<file path="config.mk">
export PLATFORM = sky130hd
export DESIGN_NAME = enemy_missle_ctl_flat
export DESIGN_NICKNAME = d
export VERILOG_FILES = /design/src/rtl/enemy_missle_ctl_pkg.sv /design/src/rtl/enemy_missle_ctl_if.sv /design/src/rtl/enemy_missle_ctl_lfsr16.sv /design/src/rtl/enemy_missle_ctl.sv /design/src/flat_wrapper.sv
export SDC_FILE = /design/constraint.sdc
export NUM_CORES = 1
export LEC_CHECK = 0
export CAP_MARGIN = 30
export CORE_MARGIN = 2
export CORE_UTILIZATION = 35
export CTS_CLUSTER_DIAMETER = 50
export DETAILED_ROUTE_END_ITERATION = 7
export DONT_BUFFER_PORTS = 1
export PLACE_DENSITY = 0.5
export REMOVE_ABC_BUFFERS = 1
export SLEW_MARGIN = 20
export SYNTH_ARGS = -nofsm -noshare
export SYNTH_HDL_FRONTEND = slang
export SYNTH_SLANG_ARGS = --single-unit
</file>
<file path="constraint.sdc">
create_clock -name pclk -period 2.5 [get_ports pclk]
set_input_delay 0.5 -clock pclk [delete_from_list [all_inputs] [get_ports pclk]]
set_output_delay 0.5 -clock pclk [all_outputs]
set_load 0.01 [all_outputs]
</file>
<file path="src/rtl/enemy_missle_ctl_pkg.sv">
// rtl/enemy_missle_ctl_pkg.sv - shared game constants, missile FSM encodings, saturating add
package enemy_missle_ctl_pkg;

  localparam int SCREEN_HEIGHT = 768;
  localparam int SHIP_W        = 48;
  localparam int SHIP_H        = 64;
  localparam int SHIP_TOP      = SCREEN_HEIGHT - SHIP_H;
  localparam int MISSLE_W      = 10;
  localparam int MISSLE_H      = 16;

  localparam logic [2:0] ST_IDLE   = 3'd0;
  localparam logic [2:0] ST_ARM    = 3'd1;
  localparam logic [2:0] ST_LAUNCH = 3'd2;
  localparam logic [2:0] ST_FALL   = 3'd3;
  localparam logic [2:0] ST_HIT    = 3'd4;

  // 12-bit sum clamped to the 11-bit coordinate range
  function automatic logic [10:0] sat_add11(input logic [10:0] a, input logic [10:0] b);
    logic [11:0] s;
    s = {1'b0, a} + {1'b0, b};
    return s[11] ? 11'h7FF : s[10:0];
  endfunction

endpackage

</file>
<file path="src/rtl/enemy_missle_ctl_if.sv">
// rtl/enemy_missle_ctl_if.sv - game-state inputs and draw/hit outputs of the enemy missile
interface enemy_missle_ctl_if;

  logic [10:0] enemy_xpos_in;
  logic [10:0] enemy_ypos_in;
  logic        enemy_alive;
  logic [10:0] ship_xpos_in;
  logic        ship_dead;
  logic        fire_enable;
  logic [10:0] xpos_out;
  logic [10:0] ypos_out;
  logic        on_out;
  logic        ship_hit;

  modport master (
    input  enemy_xpos_in, enemy_ypos_in, enemy_alive, ship_xpos_in, ship_dead, fire_enable,
    output xpos_out, ypos_out, on_out, ship_hit
  );

  modport slave (
    output enemy_xpos_in, enemy_ypos_in, enemy_alive, ship_xpos_in, ship_dead, fire_enable,
    input  xpos_out, ypos_out, on_out, ship_hit
  );

endinterface

</file>
<file path="src/rtl/enemy_missle_ctl_lfsr16.sv">
// rtl/enemy_missle_ctl_lfsr16.sv - free-running 16-bit Galois LFSR, x^16+x^14+x^13+x^11
module lfsr16 #(
  parameter logic [15:0] SEED = 16'hACE1
) (
  input  logic        clk,
  input  logic        rst,
  output logic [15:0] state
);

  always_ff @(posedge clk or posedge rst) begin
    if (rst)
      state <= SEED;
    else
      state <= {1'b0, state[15:1]} ^ (state[0] ? 16'hB400 : 16'h0000);
  end

endmodule

</file>
<file path="src/rtl/enemy_missle_ctl.sv">
// rtl/enemy_missle_ctl.sv - enemy missile: random cooldown, launch, fall, ship hit test
module enemy_missle_ctl
  import enemy_missle_ctl_pkg::*;
#(
  parameter int          STEP_LIMIT      = 90000,
  parameter int          COOLDOWN_BASE   = 65536,
  parameter logic [15:0] COOLDOWN_MASK   = 16'hFFFF,
  parameter logic [15:0] LFSR_SEED       = 16'hACE1,
  parameter int          MISSLE_X_OFFSET = 19,
  parameter int          ENEMY_HEIGHT    = 64,
  parameter int          MISSLE_WIDTH    = MISSLE_W,
  parameter int          MISSLE_HEIGHT   = MISSLE_H,
  parameter int          SHIP_Y          = SHIP_TOP,
  parameter int          SHIP_WIDTH      = SHIP_W,
  parameter int          Y_BOTTOM        = 767
) (
  input logic                pclk,
  input logic                rst,
  enemy_missle_ctl_if.master bus
);

  localparam int          SW       = (STEP_LIMIT < 1) ? 1 : $clog2(STEP_LIMIT + 1);
  localparam logic [SW-1:0] STEP_MAX = SW'(STEP_LIMIT);
  localparam logic [16:0] CD_BASE  = 17'(COOLDOWN_BASE);
  localparam logic [10:0] X_OFS    = 11'(MISSLE_X_OFFSET);
  localparam logic [10:0] Y_OFS    = 11'(ENEMY_HEIGHT);
  localparam logic [11:0] MW12     = 12'(MISSLE_WIDTH);
  localparam logic [11:0] MH12     = 12'(MISSLE_HEIGHT);
  localparam logic [11:0] SY12     = 12'(SHIP_Y);
  localparam logic [11:0] SW12     = 12'(SHIP_WIDTH);
  localparam logic [10:0] YB11     = 11'(Y_BOTTOM);

  logic [2:0]    state;
  logic [SW-1:0] step;
  logic [16:0]   cooldown;
  logic [15:0]   lfsr;
  logic [10:0]   xpos, ypos;
  logic          on, hit_pulse;
  logic          trigger, hit;

  lfsr16 #(.SEED(LFSR_SEED)) u_lfsr (.clk(pclk), .rst(rst), .state(lfsr));

  assign trigger = bus.fire_enable && bus.enemy_alive && !bus.ship_dead;

  // Overlap test on the registered missile box against the ship box
  assign hit = (({1'b0, ypos} + MH12) >= SY12) &&
               (({1'b0, xpos} + MW12) > {1'b0, bus.ship_xpos_in}) &&
               ({1'b0, xpos} < ({1'b0, bus.ship_xpos_in} + SW12));

  always_ff @(posedge pclk or posedge rst) begin
    if (rst) begin
      state     <= ST_IDLE;
      step      <= '0;
      cooldown  <= '0;
      xpos      <= '0;
      ypos      <= '0;
      on        <= 1'b0;
      hit_pulse <= 1'b0;
    end else begin
      hit_pulse <= 1'b0;
      case (state)
        ST_IDLE: begin
          on <= 1'b0;
          if (trigger) begin
            state    <= ST_ARM;
            cooldown <= CD_BASE + {1'b0, lfsr & COOLDOWN_MASK};
          end
        end
        ST_ARM: begin
          if (bus.ship_dead || !bus.fire_enable)
            state <= ST_IDLE;
          else if (cooldown == '0)
            state <= bus.enemy_alive ? ST_LAUNCH : ST_IDLE;
          else
            cooldown <= cooldown - 17'd1;
        end
        ST_LAUNCH: begin
          xpos  <= sat_add11(bus.enemy_xpos_in, X_OFS);
          ypos  <= sat_add11(bus.enemy_ypos_in, Y_OFS);
          on    <= 1'b1;
          step  <= '0;
          state <= ST_FALL;
        end
        ST_FALL: begin
          if (step == STEP_MAX) begin
            step <= '0;
            ypos <= ypos + 11'd1;
          end else begin
            step <= step + 1'b1;
          end
          // ship death outranks a hit, a hit outranks reaching the bottom
          if (bus.ship_dead) begin
            state <= ST_IDLE;
            on    <= 1'b0;
          end else if (hit) begin
            state     <= ST_HIT;
            on        <= 1'b0;
            hit_pulse <= 1'b1;
          end else if (ypos >= YB11) begin
            state <= ST_IDLE;
            on    <= 1'b0;
          end
        end
        ST_HIT: begin
          on    <= 1'b0;
          state <= ST_IDLE;
        end
        default: state <= ST_IDLE;
      endcase
    end
  end

  assign bus.xpos_out = xpos;
  assign bus.ypos_out = ypos;
  assign bus.on_out   = on;
  assign bus.ship_hit = hit_pulse;

endmodule

</file>
<file path="src/flat_wrapper.sv">
// flat-port wrapper written by rule: the top's interface ports become plain ports
module enemy_missle_ctl_flat import enemy_missle_ctl_pkg::*;
#(
  parameter int          STEP_LIMIT      = 90000,
  parameter int          COOLDOWN_BASE   = 65536,
  parameter logic [15:0] COOLDOWN_MASK   = 16'hFFFF,
  parameter logic [15:0] LFSR_SEED       = 16'hACE1,
  parameter int          MISSLE_X_OFFSET = 19,
  parameter int          ENEMY_HEIGHT    = 64,
  parameter int          MISSLE_WIDTH    = MISSLE_W,
  parameter int          MISSLE_HEIGHT   = MISSLE_H,
  parameter int          SHIP_Y          = SHIP_TOP,
  parameter int          SHIP_WIDTH      = SHIP_W,
  parameter int          Y_BOTTOM        = 767
)
  (pclk, rst, bus_enemy_xpos_in, bus_enemy_ypos_in, bus_enemy_alive, bus_ship_xpos_in, bus_ship_dead, bus_fire_enable, bus_xpos_out, bus_ypos_out, bus_on_out, bus_ship_hit);
  enemy_missle_ctl_if bus_i ();
  input logic pclk;
  input logic rst;
  input wire logic [$bits(bus_i.enemy_xpos_in)-1:0] bus_enemy_xpos_in;
  input wire logic [$bits(bus_i.enemy_ypos_in)-1:0] bus_enemy_ypos_in;
  input wire logic [$bits(bus_i.enemy_alive)-1:0] bus_enemy_alive;
  input wire logic [$bits(bus_i.ship_xpos_in)-1:0] bus_ship_xpos_in;
  input wire logic [$bits(bus_i.ship_dead)-1:0] bus_ship_dead;
  input wire logic [$bits(bus_i.fire_enable)-1:0] bus_fire_enable;
  output wire logic [$bits(bus_i.xpos_out)-1:0] bus_xpos_out;
  output wire logic [$bits(bus_i.ypos_out)-1:0] bus_ypos_out;
  output wire logic [$bits(bus_i.on_out)-1:0] bus_on_out;
  output wire logic [$bits(bus_i.ship_hit)-1:0] bus_ship_hit;
  assign bus_i.enemy_xpos_in = bus_enemy_xpos_in;
  assign bus_i.enemy_ypos_in = bus_enemy_ypos_in;
  assign bus_i.enemy_alive = bus_enemy_alive;
  assign bus_i.ship_xpos_in = bus_ship_xpos_in;
  assign bus_i.ship_dead = bus_ship_dead;
  assign bus_i.fire_enable = bus_fire_enable;
  assign bus_xpos_out = bus_i.xpos_out;
  assign bus_ypos_out = bus_i.ypos_out;
  assign bus_on_out = bus_i.on_out;
  assign bus_ship_hit = bus_i.ship_hit;
  enemy_missle_ctl #(.STEP_LIMIT(STEP_LIMIT), .COOLDOWN_BASE(COOLDOWN_BASE), .COOLDOWN_MASK(COOLDOWN_MASK), .LFSR_SEED(LFSR_SEED), .MISSLE_X_OFFSET(MISSLE_X_OFFSET), .ENEMY_HEIGHT(ENEMY_HEIGHT), .MISSLE_WIDTH(MISSLE_WIDTH), .MISSLE_HEIGHT(MISSLE_HEIGHT), .SHIP_Y(SHIP_Y), .SHIP_WIDTH(SHIP_WIDTH), .Y_BOTTOM(Y_BOTTOM)) u_core (.pclk(pclk), .rst(rst), .bus(bus_i));
endmodule
</file>
==> After elaboration in Yosys (flattened, before gate mapping) <==
Index checks and enable logic that the tools add are counted.
{ "word_totals": {"regBits": 77, "latch_bits": 0, "mem_bits_rw": 0, "rom_bits": 0, "inputBits": 38, "out_inout_bits": 24, "word_cells": 76, "memories": 0} }
{ "op_classes": {"addsub": 9, "multipliers": 0, "div": 0, "magnitude_cmp": 4, "n_eq_ne": 11, "shift": 0, "muxes": 26, "n_bitwise": 1, "reduce_logical": 17} }
{ "op_table": {"columns": ["op", "n"], "rows": [
  ["two-way mux 17 bit", 4],
  ["one-hot mux 17 bit (2 select lines)", 2],
  ["two-way mux 11 bit", 3],
  ["adder 11 x 5 -> 12 bit (second input constant)", 2],
  ["one-hot mux 11 bit (2 select lines)", 1],
  ["two-way mux 3 bit", 6],
  ["adder 17 x 1 -> 17 bit (second input constant)", 1],
  ["adder 17 x 16 -> 17 bit (first input constant)", 1],
  ["equality test 17 bit (second input constant)", 1],
  ["logical NOT 17 bit", 1],
  ["subtractor 17 x 1 -> 17 bit (second input constant)", 1],
  ["two-way mux 16 bit", 1],
  ["bitwise XOR 15 x 16 -> 16 bit", 1],
  ["adder 11 x 4 -> 12 bit (second input constant)", 1],
  ["adder 11 x 6 -> 12 bit (second input constant)", 1],
  ["adder 11 x 7 -> 12 bit (second input constant)", 1],
  ["greater-or-equal comparator 12 x 10 -> 1 bit (second input constant)", 1],
  ["greater-than comparator 12 x 11 -> 1 bit", 1],
  ["< comparator 11 x 12 -> 1 bit", 1],
  ["one-hot mux 3 bit (4 select lines)", 1],
  ["adder 11 x 1 -> 11 bit (second input constant)", 1],
  ["greater-or-equal comparator 11 x 10 -> 1 bit (second input constant)", 1],
  ["equality test 3 x 2 -> 1 bit (second input constant)", 2],
  ["two-way mux 1 bit", 6],
  ["18 further kinds", 26]
]} }

==> Longest topological paths before layout <==
{ "depth": {"word_depth": 7, "ltp_mapped": 11, "depth_no_buf": 11} }

==> Modules after synthesis <==
A second synthesis with hierarchy kept.
{ "unflattened": {"hier_cells": 543, "hier_area_um2": 4775.8} }
{ "modules_own_cells": {"columns": ["mod", "instances", "cells_each", "area_each_um2", "seq_area_each_um2"], "rows": [
  ["enemy_missle_ctl", 1, 523, 4335.4, 1526.5],
  ["lfsr16", 1, 20, 440.4, 410.4]
]} }

==> Worst setup path before layout <==
OpenSTA, ideal clock, no wires.
{ "synth_timing": {"kind": "flip-flop to flip-flop", "from": "register u_core.xpos[1], in the netlist u_core.bus.xpos_out[1]", "to": "register u_core.on, in the netlist u_core.bus.on_out", "setup_ns": 0.137, "t_arrival_ns": 2.268, "required_time_ns": 2.363, "setup_slack_ns": 0.095, "stages_incl_launch_ff": 12, "period_less_slack_ns": 2.405, "cell_sequence": "dfrtp_1 ha_1 o21ai_0 nor2_1 xor2_1 ha_1 nand3_1 nor3_1 a211oi_1 o32a_1 o31ai_1 a21oi_1"} }
{ "synth_between": {"elab_chain_len": 7, "elab_cells_between_ends": 10, "classes_between": "1 x add/sub; 2 x order compare; 1 x eq/ne; 3 x mux; 3 x reduce/logical"} }
{ "synth_lines": {"columns": ["element", "line", "text"], "rows": [
  ["start, declared", "enemy_missle_ctl.sv:37", "logic [10:0] xpos, ypos;"],
  ["start signal, assigned", "enemy_missle_ctl.sv:78", "xpos <= sat_add11(bus.enemy_xpos_in, X_OFS);"],
  ["adder 11 x 4 -> 12 bit", "enemy_missle_ctl.sv:47", "(({1'b0, xpos} + MW12) > {1'b0, bus.ship_xpos_in}) &&"],
  ["greater-than comparator 12 x 11 -> 1 bit", "enemy_missle_ctl.sv:47", null],
  ["logical AND 1 bit", "enemy_missle_ctl.sv:46", "assign hit = (({1'b0, ypos} + MH12) >= SY12) &&"],
  ["logical AND 1 bit (*)", "enemy_missle_ctl.sv:47", null],
  ["two-way mux 1 bit", "enemy_missle_ctl.sv:95", "end else if (hit) begin"],
  ["two-way mux 1 bit", "enemy_missle_ctl.sv:92", "if (bus.ship_dead) begin"],
  ["one-hot mux 1 bit (3 select lines)", "enemy_missle_ctl.sv:61", "case (state)"],
  ["end signal, assigned", "enemy_missle_ctl.sv:63", "on <= 1'b0;"],
  ["end signal, assigned", "enemy_missle_ctl.sv:94", "on <= 1'b0;"],
  ["end signal, assigned", "enemy_missle_ctl.sv:97", "on <= 1'b0;"],
  ["end, declared", "enemy_missle_ctl.sv:38", "logic on, hit_pulse;"]
]} }
Every way passes the cells marked *; elsewhere a longest branch is shown, timed or not.
A chain may end at the register's enable or synchronous reset.

==> Final worst setup path <==
{ "layout_timing": {"from": "register u_core.xpos[1], in the netlist u_core.bus.xpos_out[1]", "to": "register u_core.state[2]"} }
{ "layout_between": {"elab_chain_len": 7, "elab_cells_between_ends": 10, "classes_between": "1 x add/sub; 2 x order compare; 1 x eq/ne; 3 x mux; 3 x reduce/logical"} }
{ "layout_lines": {"columns": ["element", "line", "text"], "rows": [
  ["adder 11 x 4 -> 12 bit", "enemy_missle_ctl.sv:47", null],
  ["greater-than comparator 12 x 11 -> 1 bit", "enemy_missle_ctl.sv:47", null],
  ["logical AND 1 bit", "enemy_missle_ctl.sv:46", null],
  ["logical AND 1 bit (*)", "enemy_missle_ctl.sv:47", null],
  ["two-way mux 3 bit", "enemy_missle_ctl.sv:95", null],
  ["two-way mux 3 bit", "enemy_missle_ctl.sv:92", null],
  ["one-hot mux 3 bit (4 select lines)", "enemy_missle_ctl.sv:61", null],
  ["end signal, assigned", "enemy_missle_ctl.sv:73", "state <= bus.enemy_alive ? ST_LAUNCH : ST_IDLE;"],
  ["end, declared", "enemy_missle_ctl.sv:33", "logic [2:0] state;"]
]} }
Marked as above.

==> results.tsv <==
metric	value	unit
CTS tree	done	
# DRC	0	
later-pin clock latency in the skew report	330	ps
first-pass GRT wire length	20560	um
htree depth	3	
Yosys cell types	64	
Slew Limit Fails	0	
vias in the first global route	4152	
Setup crit start kind	flip-flop	
Post-synth ARST share	100.0	%
Hold/Removal Path Class	primary input to asynchronous set/reset pin	
Worst-path clk slew	60	ps
synthesized cell area	0.004825	mm2
met1 global-route usage	23.05	%
Clock Root Buffer	clkbuf_16	
Avg Inst Size Synth	8.869	um2
total congestion overflow	0	
layout cell share with drive strength beyond 1	14.46	%
GR Util All Layers	17.62	%
Placed Instances	733	
Boundary Pins	62	
commonest non-fill, non-tap cell in the layout	dfrtp_1	
met2 Use GR	27.98	%
clock buffer depth	2	
required time of the worst setup path	2710	ps
RSZ-0062 raised after global routing	true	
vias per cell	5.469	
FF-to-FF Start	u_core.bus.xpos_out[1]	
post-synthesis register bit count	77	
Worst Clk Skew	2.943	ps
CTS Sinks	77	
final std cells w/o fill	750	
Yosys warning total	0	
initial DRC count	226	
Die ar.	0.01474	mm2
Final GP Congestion	0.8715	
Num CTS Buffers	9	
Initial Util	36.15	%
outcome	finished, final reports clean	
Via Count	4102	
met3 GRT Util	4.699	%
WP data arrival	2590	ps
pin count of the biggest net entering global routing	46	
Pleak	0.002322	uW
GRT busiest layer	met2	
Die Span X	121.4	um
DR pass1 iterations	4	
Ant. Diodes	0	
dpl ws	-28.47	ps
Worst-Margin Slew	843.7	ps
final number of hold-violating endpoints	0	
minimum clock period	2379	ps
Rows	42	
most frequent cells in the layout	68 x dfrtp_1, 52 x a21oi_1, 50 x nand2_1, 50 x o21ai_0, 38 x nor2_1	
critical path type	flip-flop to flip-flop	
final net count	637	
Mapped Cells	544	
final WL	12160	um
total core area	0.01335	mm2
Crit Path Max Fanout	3	
die height	121.4	um
ANT nets after route	0	
Synth Flop Type	dfrtp_1	
antenna violations before repair	0	
VDD IR max	0.3639	mV
maxcap violations	0	
Setup crit end kind	flip-flop	
Rel. slew slack	43.76	%
P per Cell Area	933.6	mW/mm2
Final period util	95.18	%
# hold bufs at CTS	0	
Fmax	420.3	MHz
crit path launch	u_core.bus.xpos_out[1]	
final setup vio count	0	
P&R area growth vs syn	14.70	%
Setup TNS	0	ps
worst setup margin	120.6	ps
drt wl/cell	16.21	um
Seq/Total Area, Yosys	40.15	%
Port Buffers	0	
EDFF count, synth	0	
Hold Slack	100.2	ps
post-DP HPWL	8926	um
==> final timing paths <==
| kind | slack, ps | endpoint | cells past startpoint |
|---|---|---|---|
| setup / recovery | 120 | u_core.state[2] | 11 |
| hold / removal | 100 | u_core.step[3] | 1 |
| setup reg to reg | 120 | u_core.state[2] | 11 |
| hold reg to reg | 370 | u_core.u_lfsr.state[5] | 0 |
| max in group asynchronous | 1700 | u_core.u_lfsr.state[6] | 2 |
| min in group pclk | 220 | u_core.bus.ship_hit | 1 |
==> report_power, final <==
| part | internal, uW | switching, uW | total [uW] |
|---|---|---|---|
| Clock | 727 | 496 | 1220 |
| Combinational | 905 | 1130 | 2040 |
| Sequential | 1520 | 384 | 1910 |
==> flip-flops by register name (all words and copies together) (netlist names) <==
| register | cells |
|---|---|
| u_core.bus.on_out | 1 |
| u_core.bus.ship_hit | 1 |
| u_core.bus.xpos_out | 11 |
| u_core.bus.ypos_out | 11 |
| u_core.cooldown | 17 |
| u_core.state | 3 |
| u_core.step | 17 |
| u_core.u_lfsr.state | 16 |
==> per-stage QoR <==
| stage | util, % | instance area, um2 | total power [uW] |
|---|---|---|---|
| 5_1_grt | 41.46 | 5534 | 5591 |
| 3_5_place_dp | 38.86 | 5187 | 3851 |
| 6_report | 41.46 | 5534 | 5167 |
| 3_3_place_gp | 38.86 | 5187 | 3789 |
| 2_1_floorplan | - | 4738 | 3169 |
| 4_1_cts | 40.94 | 5465 | 5108 |
==> worst max-delay path, cell delays in order, from the launching register on <==
cell,delay [ps]
dfrtp_1,400
ha_2,220
buf_6,120
o2111ai_2,160
xnor2_1,140
ha_1,260
a21oi_1,130
o221ai_1,130
a211oi_1,190
o32a_1,260
nor3_2,60
nor3b_2,180
==> metal layers <==
layer,wire length (um),vias to the layer above
met3,709,15
met1,5612,1973
met2,5582,84
met4,256,0
li1,-,2030
met5,0,-
==> final cells by class <==
cell class	count	area, um2
Clock inverter	1	5.005
Sequential cell	77	1938
Multi-Input combinational cell	419	2744
Clock buffer	15	267.8
Timing Repair Buffer	29	234.0
Inverter	33	125.1
Tap cell	176	220.2
Fill cell	1367	7814
==> cells by family after synthesis <==
logic type	after synthesis	synth area share, %
buf+inv	48	4.357
flops	77	40.15
fa+ha+maj	30	7.780
xor+xnor	28	5.083
mux	2	0.4150
compound gates	170	21.76
simple gates	189	20.46
==> synth_stat cells, drive strengths merged, types with 4 or more instances <==
cell type	instances	area, um2
a21o	4	37.53
dfstp	8	210.2
nand2b	5	31.28
nor2b	6	37.54
xnor2	11	96.34
a211oi	6	45.04
a22oi	4	30.03
a21oi	56	295.3
nor2	39	146.4
o22ai	7	43.79
inv	33	123.9
nor3	15	75.07
xor2	17	148.9
ha	30	375.4
nand2	51	193.9
buf	7	56.30
o21ai	58	290.3
nand4	11	68.82
o31ai	8	60.06
clkbuf	8	30.03
and3	5	31.28
o211ai	4	35.03
nor3b	7	57.55
nand3	32	175.2
dfrtp	69	1727
==> timing repair <==
item                                    in CTS  in global routing
endpoints found under the setup margin       3                  5
pin swaps                                    0                  1
gates cloned                                 0                  0
gates resized for setup                      1                 16
buffers inserted                             0                  1
No activity file was read; power rests on OpenSTA's default activity.
